**config.mk**
```make
export PLATFORM = sky130hd
export DESIGN_NAME = dsa_run_ctrl
export DESIGN_NICKNAME = d
export VERILOG_FILES = /design/src/rtl/dsa_run_ctrl.sv
export SDC_FILE = /design/constraint.sdc
export NUM_CORES = 1
export LEC_CHECK = 0
export BUFFER_PORTS_ARGS = -buffer_cell sky130_fd_sc_hd__buf_2
export CAP_MARGIN = 20
export CORE_UTILIZATION = 36
export DETAILED_ROUTE_END_ITERATION = 16
export PLACE_DENSITY = 0.63
export REMOVE_ABC_BUFFERS = 1
export SLEW_MARGIN = 20
export SYNTH_ARGS = -nofsm -noshare
export SYNTH_HDL_FRONTEND = slang
export SYNTH_SLANG_ARGS = --single-unit
```
**constraint.sdc**
```tcl
create_clock -name clk_50 -period 2.7 [get_ports clk_50]
set_input_delay 0.135 -clock clk_50 [delete_from_list [all_inputs] [get_ports clk_50]]
set_output_delay 0.135 -clock clk_50 [all_outputs]
set_load 0.01 [all_outputs]
```
**src/rtl/dsa_run_ctrl.sv**
```systemverilog
// Run sequencer for the bilinear DSA: clears out-BRAM, launches one core with a latched mode,
// then waits for done with watchdog and abort, and reports sticky status plus a saturating cycle count.
module dsa_run_ctrl #(
  parameter int AW             = 12,
  parameter int TIMEOUT_W      = 24,
  parameter bit CLR_BEFORE_RUN = 1'b1
) (
  input  logic          clk_50,
  input  logic          rst_n,
  input  logic          start_req,
  input  logic          abort_req,
  input  logic          mode_simd_req,
  input  logic          busy_seq,
  input  logic          busy_simd,
  input  logic          done_seq,
  input  logic          done_simd,
  output logic          start_seq,
  output logic          start_simd,
  output logic          mode_simd_lat,
  output logic          clr_we,
  output logic [AW-1:0] clr_addr,
  output logic          in_we_allow,
  output logic          busy,
  output logic          done,
  output logic          err_timeout,
  output logic [31:0]   run_cycles
);

  // state   | meaning
  // RST_CLR | post-reset out-BRAM clear sweep
  // IDLE    | waiting for start, no result yet
  // PRE_CLR | per-run out-BRAM clear sweep
  // LAUNCH  | one-cycle start pulse to the selected core
  // WAIT    | waiting for selected core done, watchdog running
  // DRAIN   | aborted, waiting for selected core to go idle
  // DONE    | run completed
  // ERR     | watchdog expired
  typedef enum logic [2:0] {
    RST_CLR = 3'd0,
    IDLE    = 3'd1,
    PRE_CLR = 3'd2,
    LAUNCH  = 3'd3,
    WAIT    = 3'd4,
    DRAIN   = 3'd5,
    DONE    = 3'd6,
    ERR     = 3'd7
  } state_t;

  state_t               state_q, state_d;
  logic [AW-1:0]        clr_addr_q, clr_addr_d;
  logic                 mode_q, mode_d;
  logic                 done_q, done_d;
  logic                 err_q, err_d;
  logic [31:0]          cyc_q, cyc_d;
  logic [TIMEOUT_W-1:0] wdog_q, wdog_d;

  logic                 sel_done, sel_busy;
  logic                 clr_last;
  logic [TIMEOUT_W-1:0] wdog_inc;
  logic                 wdog_term;
  logic [31:0]          cyc_inc;

  assign sel_done  = mode_q ? done_simd : done_seq;
  assign sel_busy  = mode_q ? busy_simd : busy_seq;
  assign clr_last  = &clr_addr_q;
  assign wdog_inc  = wdog_q + TIMEOUT_W'(1);
  assign wdog_term = &wdog_inc;
  assign cyc_inc   = (&cyc_q) ? cyc_q : cyc_q + 32'd1;

  always_ff @(posedge clk_50 or negedge rst_n) begin
    if (!rst_n) begin
      state_q    <= RST_CLR;
      clr_addr_q <= '0;
      mode_q     <= 1'b0;
      done_q     <= 1'b0;
      err_q      <= 1'b0;
      cyc_q      <= '0;
      wdog_q     <= '0;
    end else begin
      state_q    <= state_d;
      clr_addr_q <= clr_addr_d;
      mode_q     <= mode_d;
      done_q     <= done_d;
      err_q      <= err_d;
      cyc_q      <= cyc_d;
      wdog_q     <= wdog_d;
    end
  end

  always_comb begin
    state_d    = state_q;
    clr_addr_d = clr_addr_q;
    mode_d     = mode_q;
    done_d     = done_q;
    err_d      = err_q;
    cyc_d      = cyc_q;
    wdog_d     = wdog_q;
    case (state_q)
      RST_CLR: begin
        clr_addr_d = clr_addr_q + AW'(1);
        if (clr_last) state_d = IDLE;
      end
      IDLE, DONE, ERR: begin
        // abort has priority over a coincident start
        if (abort_req) begin
          state_d = IDLE;
          done_d  = 1'b0;
          err_d   = 1'b0;
        end else if (start_req) begin
          mode_d     = mode_simd_req;
          done_d     = 1'b0;
          err_d      = 1'b0;
          cyc_d      = '0;
          wdog_d     = '0;
          clr_addr_d = '0;
          state_d    = CLR_BEFORE_RUN ? PRE_CLR : LAUNCH;
        end
      end
      PRE_CLR: begin
        if (abort_req) begin
          state_d    = IDLE;
          clr_addr_d = '0;
        end else begin
          clr_addr_d = clr_addr_q + AW'(1);
          if (clr_last) state_d = LAUNCH;
        end
      end
      LAUNCH: begin
        cyc_d   = cyc_inc;
        state_d = abort_req ? DRAIN : WAIT;
      end
      WAIT: begin
        cyc_d  = cyc_inc;
        wdog_d = wdog_inc;
        // done beats a coincident watchdog expiry; abort beats both
        if (abort_req) begin
          state_d = DRAIN;
        end else if (sel_done) begin
          state_d = DONE;
          done_d  = 1'b1;
        end else if (wdog_term) begin
          state_d = ERR;
          err_d   = 1'b1;
        end
      end
      DRAIN: begin
        if (!sel_busy) state_d = IDLE;
      end
      default: state_d = RST_CLR;
    endcase
  end

  assign start_seq     = (state_q == LAUNCH) && !mode_q;
  assign start_simd    = (state_q == LAUNCH) && mode_q;
  assign mode_simd_lat = mode_q;
  assign clr_we        = (state_q == RST_CLR) || (state_q == PRE_CLR);
  assign clr_addr      = clr_addr_q;
  assign in_we_allow   = (state_q == IDLE) || (state_q == DONE) || (state_q == ERR);
  assign busy          = !in_we_allow;
  assign done          = done_q;
  assign err_timeout   = err_q;
  assign run_cycles    = cyc_q;

endmodule

```
==> impl_metrics.json, run 1 <==
{
  "status": "finished with violations",
  "violations": "negative hold slack",
  "area_growth_pct": 19.4,
  "max_stage_delay_ps": 490,
  "pre_cts_ws_ps": 275,
  "worstMarginPinSlew_ps": 949,
  "regToRegStartpoint": "wdog_q[0]$_DFFE_PN0P_",
  "worst_setup_path_end_kind": "flip-flop",
  "fillers": 1095,
  "regToRegEndpoint": "state_q[0]$_DFFE_PN0P_",
  "critPathMaxFanout": 6,
  "leakagePower_nw": 2.29,
  "initial_utilization": 0.371,
  "crit_slowest_cell": "or4_1",
  "htreeDepth": 3,
  "cts_root_buf": "clkbuf_16",
  "wl_per_cell_um": 14.9,
  "slew_headroom": 0.367,
  "p_per_area_nw_per_um2": 761,
  "final_net_count": 569,
  "wl_met2_um": 4740,
  "clkTransAtPathRegs_ps": 60,
  "cts_buffers": 9,
  "synth_top_flop_cell": "dfrtp_1",
  "final_antenna_net_count": 0,
  "drc_errors": 0,
  "route.met3.wl_um": 400,
  "ios": 61,
  "cap_violations": 0,
  "min_path_type": "input pin to async pin",
  "dieArea_um2": 12300,
  "drtIter0Drc": 340,
  "fin_skew_ps": 8.56,
  "viasPerCell": 5.64,
  "dieWidth_um": 111,
  "dr.pass1.iters": 4,
  "postCtsHoldBufs": 0,
  "rsz0062_at_grt": "no",
  "ys_seq_area_frac": 0.435,
  "grt_overflow": 0,
  "top_layer": "met4",
  "grt_max_degree": 75,
  "hpwl_um": 7230,
  "arrival_ps": 2690,
  "clk_latency_ps": 330,
  "num_vias": 3974,
  "hold_viol_final": 74,
  "cts_buffer_depth": 2,
  "yosysWarnings": 0,
  "grt_pass1_wl_um": 17800,
  "fmax_ghz": 0.405,
  "synth_edf_count": 0,
  "async_flop_share": 1.00,
  "antenna_found_initial": 0,
  "hold_ws_ps": -47.3,
  "syn_inst": 496,
  "syn-cell-area_um2": 4260,
  "worst_slack_ps": 228,
  "final-setup-viol-count": 0,
  "gp_congestion": 0.824,
  "cp_data_required_time_ps": 2920,
  "setup-tns-final_ps": 0,
  "routed_wl_um": 10500,
  "cts_tree": "built",
  "layout-drive-gt1-share": 0.182,
  "core_um2": 11500,
  "startpoint_type": "flip-flop",
  "finalCriticalPeriod_ps": 2470,
  "clock-sinks": 74,
  "ys_seq_elements": 74,
  "path_cells": "ha_1 -> and3_1 -> nand3_1 -> or4_1 -> a2111oi_4 -> a31oi_1 -> o41ai_2",
  "diodes": 0,
  "drt-met1-wl_um": 5130,
  "slew_violations": 0,
  "post_cts_buffers": 0,
  "grt_usage": 0.176,
  "io_buffers": 60,
  "critical_path_class": "flip-flop to flip-flop",
  "synth_cell_types": 52,
  "avgSynthCellArea_um2": 8.59,
  "irDropWorstVdd_uv": 465,
  "r2r_slack_ps": 230,
  "rr_worst_depth": 7,
  "placementRows": 39,
  "grt_pass1_vias": 3609,
  "period_share": 0.916,
  "die_h_um": 111
}
==> stage by stage <==
step           hold WS (ps)  utilization  std cells  area (um^2)  total power [W]
4_1_cts                8.16        0.442        704         5070          0.00390
3_3_place_gp            350        0.412        687         4730          0.00254
3_5_place_dp            355        0.413        688         4740          0.00257
6_report              -47.3        0.444        704         5090          0.00387
5_1_grt                47.0        0.444        704         5090          0.00410
2_1_floorplan          -161            -        472         4150          0.00208
==> repair_timing <==
action | 4_1_cts | 5_1_grt
hold endpoints to repair | 0 | 0
resized for setup | 0 | 2
setup endpoints to repair | 0 | 6
==> cell families (layout without fill, tap and decap cells) <==
group | after synthesis | after routing | share of synthesized area
buf+inv | 36 | 101 | 0.0355
mux | 3 | 3 | 0.00764
flops | 74 | 74 | 0.435
xor+xnor | 29 | 29 | 0.0596
compound gates | 124 | 124 | 0.177
fa+ha+maj | 4 | 4 | 0.0118
simple gates | 226 | 226 | 0.273
==> layout by cell type, fill, tap and decap left out, types with 3 or more instances in the layout <==
master	instances
a21oi_1	16
a31oi_1	14
and2_1	7
and3_1	17
and4_1	6
buf_2	59
buf_4	13
clkbuf_16	9
dfrtp_1	74
ha_1	4
inv_1	12
nand2_1	43
nand2b_1	3
nand3_1	38
nand4_1	24
nor2_1	49
nor2b_1	3
nor3_1	8
nor4_1	4
o211ai_1	3
o21ai_0	63
o22ai_1	3
o31ai_1	10
or3_1	6
xnor2_1	10
xor2_1	19
==> layer usage <==
metal / global-route usage / vias up
li1: - / 1929
met1: 0.249 / 1933
met4: 0.0729 / 0
met2: 0.270 / 96
met3: 0.0235 / 16
met5: 0 / -
==> worst max path at each step <==
stage	endpoint	start	slack, ps	cells past startpoint
5_1_grt	state_q[0]$_DFFE_PN0P_	wdog_q[0]$_DFFE_PN0P_	50	7
2_1_floorplan	wdog_q[10]$_DFFE_PN0P_	state_q[2]$_DFFE_PN0P_	230	5
6_report	state_q[0]$_DFFE_PN0P_	wdog_q[0]$_DFFE_PN0P_	230	7
3_5_place_dp	state_q[0]$_DFFE_PN0P_	wdog_q[0]$_DFFE_PN0P_	270	7
3_3_place_gp	run_cycles[28]$_DFFE_PN0P_	run_cycles[0]$_DFFE_PN0P_	320	7
4_1_cts	state_q[0]$_DFFE_PN0P_	wdog_q[0]$_DFFE_PN0P_	200	7
==> final cells by class <==
class                           instances  area, um^2  share of cell area
Clock buffer                           12         256              0.0504
Timing Repair Buffer                   73         404              0.0795
Clock inverter                          4        73.8              0.0145
Sequential cell                        74        1850               0.364
Tap cell                              143         179              0.0352
Inverter                               12        45.0             0.00886
Multi-Input combinational cell        386        2280               0.447
==> flip-flops by register name, indices dropped and copies added (netlist names) <==
register       count
run_cycles        32
wdog_q            24
clr_addr          12
state_q            3
done               1
err_timeout        1
mode_simd_lat      1
==> synth_stat cells (all sizes together) (6+ instances only) <==
cell type,n,share of area
buf,8,0.010
nand4,24,0.035
a21oi,16,0.019
o21ai,64,0.075
and2,9,0.013
xor2,19,0.039
nand3,39,0.047
clkbuf,16,0.015
a31oi,14,0.021
o31ai,10,0.018
or3,6,0.0088
xnor2,10,0.021
and3,17,0.025
nand2,45,0.041
nor3,9,0.011
nor2,50,0.044
dfrtp,74,0.43
inv,12,0.011
and4,7,0.015
==> critical path, delay by kind of cell, from the launching register on <==
| kind | cells | cell delay [ps] |
|---|---|---|
| compound gates | 3 | 850 |
| flops | 1 | 410 |
| simple gates | 3 | 910 |
| fa+ha+maj | 1 | 180 |
==> power breakdown <==
group          internal (W)  leakage, nW  switching [W]
registers           0.00123         1.02       0.000154
clock network      0.000860        0.163       0.000455
logic              0.000426         1.11       0.000742
(Power assumes the default switching activity.)
==> inputs of run 2 (changes only) <==
SETUP_SLACK_MARGIN = 0.5   (was not set)
==> impl_metrics.json, run 2 (synthesized netlist as in run 1, its figures left out) <==
{
  "dr.pass1.iters": 5,
  "cap_violations": 0,
  "max_stage_delay_ps": 510,
  "diodes": 0,
  "p_total_w": 0.00396,
  "drtIter0Drc": 322,
  "path_delay_family": "simple AND/OR/NAND/NOR gates",
  "leakagePower_nw": 2.39,
  "largest_register_ffs": 32,
  "p_per_area_nw_per_um2": 746,
  "layout_commonest_cell": "dfrtp_1",
  "hold_viol_final": 74,
  "critical_path_class": "flip-flop to flip-flop",
  "hold_ws_ps": -39.9,
  "routed_wl_um": 10900,
  "ios": 61,
  "cp_data_required_time_ps": 2910,
  "slew_headroom": 0.362,
  "layout-drive-gt1-share": 0.235,
  "placementRows": 39,
  "worst_setup_path_end_kind": "flip-flop",
  "critPathBufInv": 0,
  "postCtsHoldBufs": 0,
  "grt_max_degree": 75,
  "min_path_type": "input pin to async pin",
  "cts_tree": "built",
  "fmax_ghz": 0.451,
  "gp_congestion": 0.824,
  "path_cells": "and4_4 -> or3b_1 -> or4b_4 -> a2bb2oi_4 -> a31oi_2 -> o41ai_2",
  "final-setup-viol-count": 0,
  "clock-sinks": 74,
  "cts_root_buf": "clkbuf_16",
  "clk_latency_ps": 330,
  "cts_buffer_depth": 2,
  "regToRegStartpoint": "wdog_q[15]$_DFFE_PN0P_",
  "wl_per_cell_um": 15.2,
  "core_um2": 11500,
  "initial_utilization": 0.371,
  "r2r_slack_ps": 480,
  "hpwl_um": 7230,
  "drc_errors": 0,
  "dpl_cell_area_um2": 4740,
  "viasPerCell": 5.65,
  "period_share": 0.822,
  "area_growth_pct": 24.6,
  "final_antenna_net_count": 0,
  "rr_worst_depth": 6,
  "arrival_ps": 2430,
  "final_cell_mix": "dfrtp_1 (67), o21ai_0 (63), buf_2 (59)",
  "regToRegEndpoint": "state_q[0]$_DFFE_PN0P_",
  "clkTransAtPathRegs_ps": 60,
  "fin_skew_ps": 7.86,
  "dieArea_um2": 12300,
  "num_vias": 4060,
  "finalCriticalPeriod_ps": 2220,
  "grt_usage": 0.178,
  "io_buffers": 60,
  "status": "finished with violations",
  "cts_buffers": 9,
  "final_net_count": 583,
  "worst_slack_ps": 481,
  "dp_cells": 688,
  "dieWidth_um": 111,
  "pre_cts_ws_ps": 275,
  "grt_pass1_wl_um": 18100,
  "critPathMaxFanout": 6,
  "rsz0062_at_grt": "yes",
  "crit_slowest_cell": "or4b_4",
  "worstMarginPinSlew_ps": 957,
  "startpoint_type": "flip-flop",
  "slew_violations": 0,
  "fin_area_um2": 5310,
  "instances_no_fill": 718,
  "setup-tns-final_ps": 0,
  "antenna_found_initial": 0,
  "htreeDepth": 3,
  "grt_pass1_vias": 3663,
  "grt_overflow": 0,
  "die_h_um": 111,
  "irDropWorstVdd_uv": 477,
  "violations": "negative hold slack"
}
## run 2: worst max-delay path by stage
stage | from | cells past startpoint | to | slack (ps)
finish | wdog_q[15]$_DFFE_PN0P_ | 6 | state_q[0]$_DFFE_PN0P_ | 480
CTS | wdog_q[1]$_DFFE_PN0P_ | 7 | state_q[0]$_DFFE_PN0P_ | 440
global placement | run_cycles[0]$_DFFE_PN0P_ | 7 | run_cycles[28]$_DFFE_PN0P_ | 320
global route | wdog_q[15]$_DFFE_PN0P_ | 6 | state_q[0]$_DFFE_PN0P_ | 410
detailed placement | wdog_q[0]$_DFFE_PN0P_ | 7 | state_q[0]$_DFFE_PN0P_ | 270
floorplan | state_q[2]$_DFFE_PN0P_ | 5 | wdog_q[10]$_DFFE_PN0P_ | 230
## run 2: area by class of cell
type | instances | area, um^2
flip-flops and latches | 74 | 1860
repair buffers | 87 | 513
clock inverters | 4 | 73.8
fillers | 1067 | 6160
clock buffers | 12 | 256
multi-input cells | 386 | 2380
inverters | 12 | 45.0
well taps | 143 | 179
## run 2: worst reg2reg max path: stages (launching register included)
cell,delay (ps)
dfrtp_1,410
and4_4,280
or3b_1,380
or4b_4,510
a2bb2oi_4,160
a31oi_2,120
o41ai_2,240
## run 2: timing repair
item,CTS,global route
endpoints found under the hold margin,0,0
setup buffers,4,10
gates cloned,0,0
resized for setup,14,15
endpoints found under the setup margin,14,49
pin swaps,3,3
## run 2: metrics by stage
stage	hold slack, ps	util
after floorplan	-161	-
after global placement	350	0.412
after detailed placement	355	0.413
after CTS	8.12	0.451
after global routing	46.5	0.463
final	-39.9	0.463
## run 2: layer usage
layer | global-route usage | routed length [um] | vias up
met5 | 0 | 0 | -
met3 | 0.0241 | 493 | 16
met4 | 0.0756 | 221 | 0
met1 | 0.252 | 5170 | 1965
li1 | - | - | 1958
met2 | 0.274 | 5000 | 121
## run 2: report_power, final
group	total, W	switching [W]	internal (W)
Combinational	0.00127	0.000785	0.000482
Clock	0.00131	0.000452	0.000860
Sequential	0.00138	0.000146	0.00124
Total	0.00396	0.00138	0.00258
